--- src/rtl/shape_ctrl_initiator.sv ---
// shape_ctrl_initiator: drives the shape processor CTRL SFR port.
// Each accepted request produces one SFR write, then one SFR read-back.
// The read-back is checked against the expected CTRL contents, and a status
// response is returned.
// Ports:
//   clk, rst                    clock, synchronous active-high reset
//   req_valid/req_ready         request handshake
//   req_shape/req_operation     requested field codes (KEEP codes allowed)
//   write/write_data            single-cycle SFR write strobe and CTRL word
//   read/read_data              single-cycle SFR read strobe and read-back word
//   error                       processor rejection flag (cycle after write)
//   rsp_valid/rsp_ready         response handshake
//   rsp_status                  {mismatch, rejected}
//   rsp_shape/rsp_operation     fields taken from the read-back word
module shape_ctrl_initiator #(
  parameter int unsigned SHAPE_LSB  = 0,
  parameter int unsigned SHAPE_W    = 3,
  parameter int unsigned OP_LSB     = 8,
  parameter int unsigned OP_W       = 4,
  parameter int unsigned KEEP_SHAPE = 7,
  parameter int unsigned KEEP_OP    = 15,
  parameter int unsigned RD_LAT     = 1
) (
  input  logic               clk,
  input  logic               rst,
  input  logic               req_valid,
  output logic               req_ready,
  input  logic [SHAPE_W-1:0] req_shape,
  input  logic [OP_W-1:0]    req_operation,
  output logic               write,
  output logic [31:0]        write_data,
  output logic               read,
  input  logic [31:0]        read_data,
  input  logic               error,
  output logic               rsp_valid,
  input  logic               rsp_ready,
  output logic [1:0]         rsp_status,
  output logic [SHAPE_W-1:0] rsp_shape,
  output logic [OP_W-1:0]    rsp_operation
);

  localparam int unsigned CNT_W = 3;

  typedef enum logic [2:0] {
    S_IDLE, S_WR, S_ERRS, S_RD, S_WAIT, S_CHK, S_RSP
  } state_t;

  state_t             state, state_nxt;
  logic [SHAPE_W-1:0] req_shape_q, cache_shape_q;
  logic [OP_W-1:0]    req_op_q, cache_op_q;
  logic               cache_valid_q;
  logic               rej_q;
  logic [CNT_W-1:0]   cnt_q;
  logic [31:0]        rd_q;

  logic               req_hs;
  logic [31:0]        wd_c;
  logic [SHAPE_W-1:0] rb_shape, exp_shape;
  logic [OP_W-1:0]    rb_op, exp_op;
  logic               shape_from_cache, op_from_cache;
  logic               shape_cmp, op_cmp, mis;

  assign req_hs = req_valid && req_ready;

  // Next state, handshake and read-back check
  always_comb begin
    state_nxt = state;
    wd_c      = 32'(req_shape) << SHAPE_LSB | 32'(req_operation) << OP_LSB;
    rb_shape  = rd_q[SHAPE_LSB +: SHAPE_W];
    rb_op     = rd_q[OP_LSB +: OP_W];

    // A rejected write or a KEEP code leaves the field at its previous value,
    // which is only known once a read-back has filled the cache.
    shape_from_cache = rej_q || (req_shape_q == SHAPE_W'(KEEP_SHAPE));
    op_from_cache    = rej_q || (req_op_q == OP_W'(KEEP_OP));
    exp_shape        = shape_from_cache ? cache_shape_q : req_shape_q;
    exp_op           = op_from_cache ? cache_op_q : req_op_q;
    shape_cmp        = !shape_from_cache || cache_valid_q;
    op_cmp           = !op_from_cache || cache_valid_q;
    mis              = (shape_cmp && (rb_shape != exp_shape)) ||
                       (op_cmp && (rb_op != exp_op));

    case (state)
      S_IDLE:  if (req_hs) state_nxt = S_WR;
      S_WR:    state_nxt = S_ERRS;
      S_ERRS:  state_nxt = S_RD;
      S_RD:    state_nxt = S_WAIT;
      S_WAIT:  if (cnt_q == '0) state_nxt = S_CHK;
      S_CHK:   state_nxt = S_RSP;
      S_RSP:   if (rsp_ready) state_nxt = S_IDLE;
      default: state_nxt = S_IDLE;
    endcase
  end

  // State, registered outputs, datapath and cache
  always_ff @(posedge clk) begin
    if (rst) begin
      state         <= S_IDLE;
      req_ready     <= 1'b0;
      write         <= 1'b0;
      write_data    <= '0;
      read          <= 1'b0;
      rsp_valid     <= 1'b0;
      rsp_status    <= '0;
      rsp_shape     <= '0;
      rsp_operation <= '0;
      cache_valid_q <= 1'b0;
      cache_shape_q <= '0;
      cache_op_q    <= '0;
      req_shape_q   <= '0;
      req_op_q      <= '0;
      rej_q         <= 1'b0;
      cnt_q         <= '0;
      rd_q          <= '0;
    end else begin
      state     <= state_nxt;
      req_ready <= (state_nxt == S_IDLE);
      write     <= (state_nxt == S_WR);
      read      <= (state_nxt == S_RD);
      rsp_valid <= (state_nxt == S_RSP);

      if (state == S_IDLE && req_hs) begin
        req_shape_q <= req_shape;
        req_op_q    <= req_operation;
        write_data  <= wd_c;
      end

      if (state == S_ERRS) rej_q <= error;

      if (state == S_RD) cnt_q <= CNT_W'(RD_LAT - 1);

      if (state == S_WAIT) begin
        if (cnt_q == '0) rd_q  <= read_data;
        else             cnt_q <= cnt_q - CNT_W'(1);
      end

      if (state == S_CHK) begin
        rsp_status    <= {mis, rej_q};
        rsp_shape     <= rb_shape;
        rsp_operation <= rb_op;
        cache_shape_q <= rb_shape;
        cache_op_q    <= rb_op;
        cache_valid_q <= 1'b1;
      end
    end
  end

endmodule
--- config.mk ---
export PLATFORM = sky130hd
export DESIGN_NAME = shape_ctrl_initiator
export DESIGN_NICKNAME = d
export VERILOG_FILES = /design/src/rtl/shape_ctrl_initiator.sv
export SDC_FILE = /design/constraint.sdc
export NUM_CORES = 1
export LEC_CHECK = 0
export CAP_MARGIN = 25
export CELL_PAD_IN_SITES_DETAIL_PLACEMENT = 0
export CELL_PAD_IN_SITES_GLOBAL_PLACEMENT = 1
export CORE_UTILIZATION = 25
export DETAILED_ROUTE_END_ITERATION = 16
export PLACE_DENSITY = 0.81
export SLEW_MARGIN = 20
export SYNTH_ARGS = -nofsm -noshare
export SYNTH_HDL_FRONTEND = slang
export SYNTH_SLANG_ARGS = --single-unit
--- constraint.sdc ---
create_clock -name clk -period 1.36 [get_ports clk]
set_input_delay 0.408 -clock clk [delete_from_list [all_inputs] [get_ports clk]]
set_output_delay 0.408 -clock clk [all_outputs]
set_load 0.1 [all_outputs]
After elaboration in Yosys (flattened, before gate mapping)
Cells that the tools add are included.
{"block": "totals", "reg_bits": 72, "output_inout_bits": 45, "elab_cells": 54}
{"block": "classes", "add_sub_neg": 1, "eq_ne": 13, "n_mux": 9, "bitwise_logic": 1, "n_reduce_logical": 15}
{"op": "2-to-1 mux 3 bit", "n": 7}
{"op": "case mux 3 bit (7 select lines)", "n": 1}
{"op": "equality test 3 bit, second input constant", "n": 5}
{"op": "bitwise OR 3 x 12 -> 12 bit", "n": 1}
{"op": "equality test 3 x 2 -> 1 bit, second input constant", "n": 3}
{"op": "zero test 3 bit", "n": 3}
{"op": "equality test 3 x 1 -> 1 bit, second input constant", "n": 2}
{"op": "logical OR 1 bit", "n": 5}
{"op": "equality test 4 bit, second input constant", "n": 1}
{"op": "logical AND 1 bit", "n": 4}
{"op": "2-to-1 mux 4 bit", "n": 1}
{"op": "inequality test 4 bit", "n": 1}
{"op": "inequality test 3 bit", "n": 1}
{"op": "subtractor 3 x 1 -> 3 bit, second input constant", "n": 1}
{"op": "zero test 1 bit", "n": 2}
{"op": "AND reduction 2 bit", "n": 1}

Longest topological paths before layout
Gate-level depths: netlist of run 1.
{"block": "logic_depth", "ltp_word": 6, "mapped_depth": 7, "depth_no_buf": 7}

Worst setup path before layout of run 1
Ideal clock, no wire load.
{"block": "synth_timing", "path_kind": "register -> register", "from": "register req_op_q[2]", "to": "register rsp_status[1]", "setup_ns": 0.088, "t_arrival_ns": 1.910, "required_time_ns": 1.272, "slack_ns": -0.639, "path_stages_with_launch": 6, "path_buffers": 0, "path_cell_list": "dfxtp_1 -> a31oi_1 -> o22ai_1 -> xor2_1 -> a41o_1 -> a311oi_2"}
{"block": "synth_via", "elab_chain_cells": 6, "word_cells_on_any_way": 8, "cone_classes": "eq/ne (2); mux (1); reduce/logical (5)"}
{"element": "from (decl)", "line": "50", "source": "logic [OP_W-1:0] req_op_q, cache_op_q;"}
{"element": "from (signal assigned)", "line": "124", "source": "req_op_q <= req_operation;"}
{"element": "equality test 4 bit", "line": "75", "source": "op_from_cache = rej_q || (req_op_q == OP_W'(KEEP_OP));"}
{"element": "logical OR 1 bit", "line": "75"}
{"element": "2-to-1 mux 4 bit / zero test 1 bit (equally long branches)", "line": "77, 79"}
{"element": "inequality test 4 bit / logical OR 1 bit (equally long branches)", "line": "81, 79"}
{"element": "logical AND 1 bit *", "line": "81", "source": "(op_cmp && (rb_op != exp_op));"}
{"element": "logical OR 1 bit *", "line": "80", "source": "mis = (shape_cmp && (rb_shape != exp_shape)) ||"}
{"element": "to (signal assigned)", "line": "138", "source": "rsp_status <= {mis, rej_q};"}
{"element": "to (decl)", "line": "37", "source": "output logic [1:0] rsp_status,"}
Mark *: on every way between the ends. The rest lies on a longest branch, timed or not.
A chain may end at the register's enable or synchronous reset.

Worst setup path after layout of run 1
{"block": "layout_timing", "from": "register rej_q", "to": "register rsp_status[1]"}
{"block": "layout_via", "elab_chain_cells": 5, "word_cells_on_any_way": 13, "cone_classes": "eq/ne (2); mux (2); reduce/logical (9)"}
{"element": "from (decl)", "line": "52", "source": "logic rej_q;"}
{"element": "from (signal assigned)", "line": "128", "source": "if (state == S_ERRS) rej_q <= error;"}
{"element": "logical OR 1 bit, on equally long branches", "line": "75, 74"}
{"element": "2-to-1 mux 4 bit (tied with other cells)", "line": "77", "source": "exp_op = op_from_cache ? cache_op_q : req_op_q;"}
{"element": "inequality test 4 bit (tied with other cells)", "line": "81"}
{"element": "logical AND 1 bit, on equally long branches", "line": "81, 80"}
{"element": "logical OR 1 bit *", "line": "80"}
Marked as above.

==> out/metrics.yaml, run 1 <==
clk_pin_slew_worst_paths_ns: 0.07
drc: 0
die_area_um2: 7480
cts_max_path_buffers: 2
drt_iter0_drc: 93
p_total_mw: 3.46
drive_gt1_frac: 0.370
gp_congestion: 0.796
clkPwrFrac: 0.262
postCtsHoldBufs: 0
final_nets: 315
rsz0062_at_grt: "yes"
grt_util_all_layers: 0.126
yosysUniqueCellTypes: 39
irDropWorstVdd_mv: 0.430
crit_path_max_fanout: 8
internal_power_mw: 2.12
ys_ff_latch: 35
fin_crit_ns: 1.42
multi_input_area_um2: 988
slew_violations: 0
grt_pass1_vias: 1530
drtPass1Iterations: 4
startpoint_type: "register"
vias_per_cell: 4.27
drv_cap: 0
sw_frac_of_total: 0.389
outcome: "finished with violations"
fmax_ghz: 0.705
synth_edf_count: 0
antenna_left: 0
wirelength_mm: 4.41
overflow: 0
final_common_cell: "conb_1"
power.static_leakage_nw: 1.14
final_util: 0.420
crit_type: "register to register"
cts_num_sinks: 35
post_drt_wl_per_cell_um: 12.1
grt_start_max_net_pins: 15
clkLatencyLatePin_ns: 0.29
combPwrFrac: 0.396
setup_violations: 2
cts_buffers: 5
diodes: 0
cts_root_buffer: "clkbuf_8"
cts_max_level: 2
netlist_instances: 206
coreArea_um2: 6830
synth_area_um2: 1790
rows: 30
fin_cells: 366
setup_slack_ns: -0.0587
avgSynthCellArea_um2: 8.67
switchingPower_mw: 1.35
io_pins: 89
seq_power_share: 0.343
synthFlopType: "dfxtp_1"
violations: "setup timing"
period_share: 1.04
finalClockSkew_ns: 0.00715
syn2layout_area_growth_pct: 60.8
die_h_um: 86.5
async_flop_share: 0
cp.required_ns: 1.56
place_hpwl_mm: 3.05
vias: 1564
endpoint_kind: "register"
cts_tree: "built"
layout_common_cells: "25 x conb_1, 24 x buf_12, 23 x nand2_1, 23 x nor2_1, 18 x buf_4"
start_util: 0.261
pwr_density_cell_nw_per_um2: 1210
crit_arrival_ns: 1.62
io_buffers: 38
placedCellCount: 351
hp-class: "register to register"
die_x_um: 86.5
synth-warning-count: 0
yosysSeqAreaShare: 0.392
seq_area_um2: 754
hold_viol: 0
fillers: 670
grt_pass1_wl_mm: 7.18
grt_antenna_before_repair: 0
## final cells by class
| cell class | count | area share |
|---|---|---|
| inverters | 3 | 0.00392 |
| well taps | 96 | 0.0418 |
| clock buffers | 5 | 0.0240 |
| flip-flops and latches | 35 | 0.263 |
| clock inverters | 3 | 0.0135 |
| repair buffers | 68 | 0.310 |
| multi-input cells | 156 | 0.344 |
## worst paths after layout
kind / to / cells past startpoint / slack, ns / startpoint
worst max-delay path: rsp_status[1]$_SDFFE_PP0N_ / 6 / -0.06 / rej_q$_SDFFE_PP0P_
worst min-delay path: cache_shape_q[0]$_SDFFE_PP0N_ / 2 / 0.47 / rd_q[0]$_SDFFE_PP0P_
worst min register to register: cache_shape_q[0]$_SDFFE_PP0N_ / 2 / 0.47 / rd_q[0]$_SDFFE_PP0P_
worst max register to register: rsp_status[1]$_SDFFE_PP0N_ / 6 / -0.06 / rej_q$_SDFFE_PP0P_
## timing repair
action	CTS	global route
hold endpoints to repair	0	0
setup endpoints to repair	18	30
pin swaps	12	10
setup buffers	6	1
resized for setup	19	19
## cell families after synthesis
kind of cell	share of synthesized area
buf+inv	0.150
flops	0.392
mux	0.0897
other cells	0.00210
simple gates	0.170
fa+ha+maj	0.0140
compound gates	0.147
xor+xnor	0.0343
## per-layer routing
layer	track usage	routed length (um)	up-vias
li1	-	-	779
met1	0.149	1860	724
met2	0.211	2210	53
met3	0.0400	268	8
met4	0.0545	82	0
met5	0	0	-
## power by group through the flow
stage          Combinational (mW)  Sequential (mW)  Clock, mW
6_report                     1.37             1.19      0.905
5_1_grt                      1.44             1.20      0.965
4_1_cts                      1.34             1.18      0.929
3_5_place_dp                 1.30             1.20          0
3_3_place_gp                 1.29             1.20          0
2_1_floorplan               0.719             1.45          0
## synth_stat cells (3+ instances only)
| cell type | instances | share of area |
|---|---|---|
| buf_2 | 4 | 0.011 |
| a21oi_1 | 16 | 0.045 |
| nor2_1 | 24 | 0.050 |
| xor2_1 | 4 | 0.020 |
| nand2_1 | 24 | 0.050 |
| buf_4 | 26 | 0.11 |
| clkbuf_1 | 4 | 0.0084 |
| nor2b_1 | 5 | 0.018 |
| xnor2_1 | 3 | 0.015 |
| mux2i_1 | 16 | 0.090 |
| a31oi_1 | 5 | 0.018 |
| o22ai_1 | 7 | 0.025 |
| dfxtp_1 | 35 | 0.39 |
## state kept, by name, indices dropped and copies added, names as in the netlist
register       count
rd_q               7
cache_op_q         4
cache_shape_q      3
cnt_q              3
req_op_q           3
state              3
req_shape_q        2
rsp_status         2
write_data         2
cache_valid_q      1
read               1
rej_q              1
req_ready          1
rsp_valid          1
write              1
## critical path, stage by stage (launching register included)
cell and delay, ns:
dfxtp_4 0.38, buf_6 0.15, a31oi_1 0.13, o22ai_1 0.11, xor2_1 0.16, a41o_1 0.21, a311oi_2 0.19
## stage by stage
stage	TNS (ns)	setup slack (ns)	hold WS (ns)	cell area (um2)
after floorplan	-0.108	-0.108	0.446	1920
after global placement	-3.23	-0.240	0.461	2590
after detailed placement	-3.33	-0.270	0.470	2590
after CTS	-0.0508	-0.0257	0.480	2790
after global routing	-0.542	-0.144	0.507	2870
final	-0.0725	-0.0587	0.472	2870
(Power assumes the default switching activity.)
==> inputs of run 2 (changes only) <==
--- a/config.mk
+++ b/config.mk
@@ -10,6 +10,7 @@
 export CELL_PAD_IN_SITES_GLOBAL_PLACEMENT = 1
 export CORE_UTILIZATION = 25
 export DETAILED_ROUTE_END_ITERATION = 16
+export HOLD_SLACK_MARGIN = 0.08
 export PLACE_DENSITY = 0.81
 export SLEW_MARGIN = 20
 export SYNTH_ARGS = -nofsm -noshare
==> results of run 2 <==
No change in the layout: final DEF, timing and power equal those of run 1.
